===== src/rtl/display_pkg.sv =====
// Shared constants, engine state type and BCD correction helper for the BCD display scanner.
`timescale 1ns/1ps
package display_pkg;
    localparam int DIGITS      = 4;
    localparam int BIN_W       = 14;
    localparam int BCD_W       = 16;
    localparam int CONV_CYCLES = 14;
    localparam logic [BIN_W-1:0] MAX_VALUE = 14'd9999;

    typedef enum logic [0:0] {
        IDLE = 1'b0,
        CONV = 1'b1
    } eng_state_t;

    // Shift-add-3 correction applied to one BCD nibble before each shift
    function automatic logic [3:0] dabble_adj(input logic [3:0] nib);
        return (nib >= 4'd5) ? nib + 4'd3 : nib;
    endfunction
endpackage


===== src/rtl/bin2bcd_seq.sv =====
// Sequential double-dabble converter: clamps the input to 9999 and produces four
// BCD digits after a fixed 14-cycle conversion; bcd holds the last completed result.
`timescale 1ns/1ps
module bin2bcd_seq
    import display_pkg::*;
(
    input  logic             clk,
    input  logic             rst,
    input  logic             load,
    input  logic [BIN_W-1:0] bin_value,
    output logic             ready,
    output logic             ovf,
    output logic [BCD_W-1:0] bcd
);
    eng_state_t             r_state;
    logic [3:0]             r_cnt;
    logic [BIN_W-1:0]       r_bin;
    logic [BCD_W-1:0]       r_acc;
    logic [BCD_W-1:0]       r_bcd;
    logic                   r_ovf;
    logic [BCD_W-1:0]       w_adj;
    logic [BCD_W+BIN_W-1:0] w_shifted;

    genvar gi;
    generate
        for (gi = 0; gi < DIGITS; gi++) begin : g_adj
            assign w_adj[4*gi +: 4] = dabble_adj(r_acc[4*gi +: 4]);
        end
    endgenerate

    assign w_shifted = {w_adj, r_bin} << 1;

    always_ff @(posedge clk or posedge rst) begin
        if (rst) begin
            r_state <= IDLE;
            r_cnt   <= '0;
            r_bin   <= '0;
            r_acc   <= '0;
            r_bcd   <= '0;
            r_ovf   <= 1'b0;
        end else if (r_state == IDLE) begin
            if (load) begin
                r_bin   <= (bin_value > MAX_VALUE) ? MAX_VALUE : bin_value;
                r_acc   <= '0;
                r_ovf   <= (bin_value > MAX_VALUE);
                r_cnt   <= '0;
                r_state <= CONV;
            end
        end else begin
            {r_acc, r_bin} <= w_shifted;
            r_cnt          <= r_cnt + 4'd1;
            // Digits only change once the final shift is done
            if (r_cnt == 4'(CONV_CYCLES - 1)) begin
                r_bcd   <= w_shifted[BIN_W +: BCD_W];
                r_state <= IDLE;
            end
        end
    end

    assign ready = (r_state == IDLE);
    assign ovf   = r_ovf;
    assign bcd   = r_bcd;
endmodule


===== src/rtl/bcd_display_scanner.sv =====
// Binary-to-BCD conversion plus four-digit common-anode scan multiplexer.
// Optional leading-zero blanking is enabled by defining LEADING_ZERO_BLANK_EN.
`timescale 1ns/1ps
module bcd_display_scanner
    import display_pkg::*;
#(
    parameter int SCAN_DIV = 50000
) (
    input  logic              clk,
    input  logic              rst,
    input  logic              load,
    input  logic [BIN_W-1:0]  bin_value,
    output logic              ready,
    output logic              ovf,
    output logic [3:0]        digit_num,
    output logic [DIGITS-1:0] anode
);
    localparam int PRE_W = (SCAN_DIV > 1) ? $clog2(SCAN_DIV) : 1;

    logic [PRE_W-1:0] r_pre;
    logic [1:0]       r_idx;
    logic [BCD_W-1:0] w_bcd;
    logic [3:0]       w_digits [DIGITS];
    logic             w_blank_sel;

    bin2bcd_seq u_engine (
        .clk       (clk),
        .rst       (rst),
        .load      (load),
        .bin_value (bin_value),
        .ready     (ready),
        .ovf       (ovf),
        .bcd       (w_bcd)
    );

    genvar gi;
    generate
        for (gi = 0; gi < DIGITS; gi++) begin : g_dig
            assign w_digits[gi] = w_bcd[4*gi +: 4];
        end
    endgenerate

    always_ff @(posedge clk or posedge rst) begin
        if (rst) begin
            r_pre <= '0;
            r_idx <= '0;
        end else if (r_pre == PRE_W'(SCAN_DIV - 1)) begin
            r_pre <= '0;
            r_idx <= r_idx + 2'd1;
        end else begin
            r_pre <= r_pre + 1'b1;
        end
    end

`ifdef LEADING_ZERO_BLANK_EN
    // A position is dark when it and every higher digit are zero; position 0 always lit
    logic [DIGITS-1:0] w_blank;
    assign w_blank[0] = 1'b0;
    generate
        for (gi = 1; gi < DIGITS; gi++) begin : g_blank
            if (gi == DIGITS - 1) begin : g_top
                assign w_blank[gi] = (w_digits[gi] == 4'd0);
            end else begin : g_mid
                assign w_blank[gi] = (w_digits[gi] == 4'd0) && w_blank[gi+1];
            end
        end
    endgenerate
    assign w_blank_sel = w_blank[r_idx];
`else
    assign w_blank_sel = 1'b0;
`endif

    assign digit_num = w_digits[r_idx];
    assign anode     = ~(4'b0001 << r_idx) | ({3'b000, w_blank_sel} << r_idx);
endmodule


===== config.mk =====
export PLATFORM = sky130hd
export DESIGN_NAME = bcd_display_scanner
export DESIGN_NICKNAME = d
export VERILOG_FILES = /design/src/rtl/display_pkg.sv /design/src/rtl/bin2bcd_seq.sv /design/src/rtl/bcd_display_scanner.sv
export SDC_FILE = /design/constraint.sdc
export NUM_CORES = 1
export LEC_CHECK = 0
export CORE_ASPECT_RATIO = 0.7
export CORE_MARGIN = 1
export CORE_UTILIZATION = 50
export CTS_CLUSTER_DIAMETER = 50
export DETAILED_ROUTE_END_ITERATION = 10
export DONT_BUFFER_PORTS = 1
export HOLD_SLACK_MARGIN = 0.08
export PLACE_DENSITY = 0.71
export SLEW_MARGIN = 5
export SYNTH_ARGS = -nofsm -noshare
export SYNTH_HDL_FRONTEND = slang
export SYNTH_SLANG_ARGS = --single-unit

===== constraint.sdc =====
create_clock -name clk -period 2.8 [get_ports clk]
set_input_delay 0.56 -clock clk [delete_from_list [all_inputs] [get_ports clk]]
set_output_delay 0.56 -clock clk [all_outputs]
set_load 0.005 [all_outputs]

==> flow_metrics.py <==
metrics = {
    "setup_path": {
        "path_delay_family": "simple AND/OR/NAND/NOR gates",
        "timing.rr.end": "r_pre[10]",
        "cp_cell_sequence": "or4bb_1 -> nor4_4 -> nor2_1 -> mux2_2",
        "worstSetupEndpoint": "r_pre[10]",
        "rr_worst_depth": 4,
        "r2r_setup_slack_ns": 0.74,
        "critPathLaunchType": "flop",
        "cp_data_arrival_time_ns": 2.28,
        "crit_fanout": 13,
        "crit_type": "flop to flop",
        "crit_buf_inv": 0,
        "r2r_start": "r_pre[12]",
        "critPathCaptureType": "flop",
        "crit_slowest_cell": "nor4_4",
        "critical_path.max_stage_delay_ns": 0.64,
        "critPathLaunch": "r_pre[12]",
        "cp.depth": 4,
        "cp.required_ns": 3.02,
    },
    "status": {
        "status": "finished, final reports clean",
    },
    "timing": {
        "tightest_slew_ns": 0.663,
        "period_share": 0.737,
        "period_minus_slack_ns": 2.06,
        "finClkSkew_ns": 0.00657,
        "setup_viol": 0,
        "rsz0062_at_grt": "no",
        "hold_violations": 0,
        "fmax_mhz": 485,
        "slew_viol_final": 0,
        "hold_slack_ns": 0.157,
        "maxSlewHeadroom": 0.555,
        "fin_setup_tns_ns": 0,
    },
    "final_layout": {
        "area_growth_pct": 9.67,
        "antennaDiodeCount": 0,
        "final_common_cell": "dfrtp_1",
        "nFillCells": 575,
        "layout_common_cells": "dfrtp_1, nand2_1, o21ai_0",
        "drive_gt1_frac": 0.0980,
        "nets": 374,
    },
    "routing": {
        "drt_first_pass_iters": 4,
        "wl_met3_um": 327,
        "wl_per_cell_um": 15.4,
        "vias": 2389,
        "drtIter0Drc": 152,
        "drt-met1-wl_mm": 3.48,
        "route.detailed.drc": 0,
        "drt-total-wl_mm": 6.79,
        "vias_per_cell": 5.42,
        "highest_layer": "met4",
        "postRouteAntennaNets": 0,
        "wl_met2_mm": 2.95,
    },
    "cts": {
        "clk_pin_slew_ns": 0.08,
        "cts_htree_levels": 3,
        "cts_tree": "done",
        "clock_path_buffers": 2,
        "postCtsSetupBuffers": 0,
        "cts_hold_buf": 0,
        "clkLatencyLatePin_ns": 0.34,
        "cts_buffers": 9,
        "cts_resized": 0,
        "clock_sinks": 70,
        "clockRootBuffer": "clkbuf_8",
    },
    "place": {
        "place_congestion": 0.837,
        "io_buffers": 0,
        "dp.final_hpwl_mm": 4.72,
    },
    "global_route": {
        "grt_max_degree": 44,
        "grt.overflow.total": 0,
        "antenna_found_initial": 0,
        "track_usage": 0.216,
        "grt_pass1_vias": 2375,
        "grt_pass1_wl_mm": 11.9,
    },
    "logic_synthesis": {
        "ys_types": 36,
        "syn-mean-instance-area_um2": 10.4,
        "ys.flop_type": "dfrtp_1",
        "ys_seq_elements": 70,
        "synth_edf_count": 0,
        "ys_seq_area_frac": 0.498,
        "synth_fp_nets": 372,
        "synth_cells": 340,
        "async_reset_ff_frac": 1.00,
        "ys.warnings.count": 0,
        "netlist_area_mm2": 0.00352,
    },
    "power_and_ir_drop": {
        "seq_power_share": 0.411,
        "total_power_mw": 3.92,
        "switching_power_mw": 1.33,
        "power.leakage_nw": 1.82,
        "power_density_mw_per_mm2": 1020,
        "combinationalPowerShare": 0.337,
        "swShare": 0.339,
        "ir_drop_mv": 0.407,
        "p_clk_frac": 0.252,
        "internal-power_mw": 2.59,
    },
    "die": {
        "ios": 27,
        "start_util": 0.519,
        "die-area_mm2": 0.00739,
        "rows": 25,
        "die_x_um": 102,
        "core_area_mm2": 0.00679,
        "die_h_um": 72.2,
    },
    "flow_run": {
        "cap_viol_max_count": 0,
    },
    "hold_path": {
        "worstHoldPathType": "input port to asynchronous set/reset pin",
    },
}
[routing by layer]
metal / track usage / vias to the layer above
met3: 0.0703 / 2
met4: 0.0571 / 0
met1: 0.316 / 1137
li1: - / 1197
met2: 0.309 / 53
met5: 0 / -
[power groups by stage]
stage	logic [mW]	registers, mW	clock network, mW
4_1_cts	1.34	1.61	1.02
5_1_grt	1.51	1.67	1.07
6_report	1.32	1.61	0.988
3_3_place_gp	1.26	1.62	0
2_1_floorplan	1.08	1.54	0
3_5_place_dp	1.32	1.63	0
[state kept, by name (all words and copies together) (netlist names)]
signal and flops:
u_engine.r_state 1, u_engine.bcd 16, r_idx 2, u_engine.ovf 1
u_engine.r_cnt 4, u_engine.r_acc 16, r_pre 16, u_engine.r_bin 14
[kinds of logic after synthesis]
kind of cell,Yosys count,synth area share
adder cells (fa/ha/maj),15,0.0533
AO/OA/AOI/OAI,69,0.118
multiplexers,23,0.0817
flip-flops,70,0.498
AND/OR/NAND/NOR,113,0.168
buffers and inverters,32,0.0366
XOR/XNOR,18,0.0448
[worst min path at each step]
stage | end | startpoint | slack (ns) | depth (start not counted)
floorplan | u_engine.bcd[11] | u_engine.bcd[11] | 0.44 | 2
global placement | u_engine.bcd[8] | u_engine.bcd[8] | 0.46 | 2
detailed placement | u_engine.bcd[11] | u_engine.bcd[11] | 0.47 | 2
CTS | u_engine.r_bin[4] | rst | 0.17 | 1
global route | u_engine.r_bin[2] | rst | 0.18 | 1
finish | u_engine.r_bin[1] | rst | 0.16 | 1
[layout make-up]
class | instances | area (um^2) | area share
tap | 94 | 118 | 0.0305
inverter | 18 | 67.6 | 0.0175
clock buffer | 10 | 138 | 0.0356
sequential | 70 | 1750 | 0.454
multi-input combinational | 238 | 1640 | 0.425
clock inverter | 6 | 109 | 0.0282
timing repair buffer | 5 | 37.5 | 0.00972
[synthesized netlist by cell type, types with 3 or more instances]
master,number,area share
a21o_1,8,0.017
a21oi_1,15,0.021
a221o_1,4,0.011
a22o_1,4,0.0099
and2_1,4,0.0071
and3_1,10,0.018
and4_1,3,0.0075
clkbuf_1,11,0.012
dfrtp_1,70,0.50
ha_1,15,0.053
inv_1,17,0.018
mux2_2,6,0.019
mux2i_1,13,0.037
mux4_2,4,0.026
nand2_1,45,0.048
nand2b_1,6,0.011
nand3_1,9,0.013
nand4_1,6,0.011
nor2_1,17,0.018
nor3b_1,5,0.011
o21ai_0,27,0.038
o22ai_1,9,0.016
xnor2_1,11,0.027
xor2_1,7,0.017
[through the flow]
step	area, um^2	utilization	setup WS [ns]	cells
detailed placement	3610	0.533	0.725	425
floorplan	3520	-	0.472	340
global placement	3610	0.533	0.725	425
global route	3860	0.569	0.578	441
finish	3860	0.569	0.738	441
CTS	3860	0.569	0.703	441
Note: power is estimated with default switching activity, not from simulation.
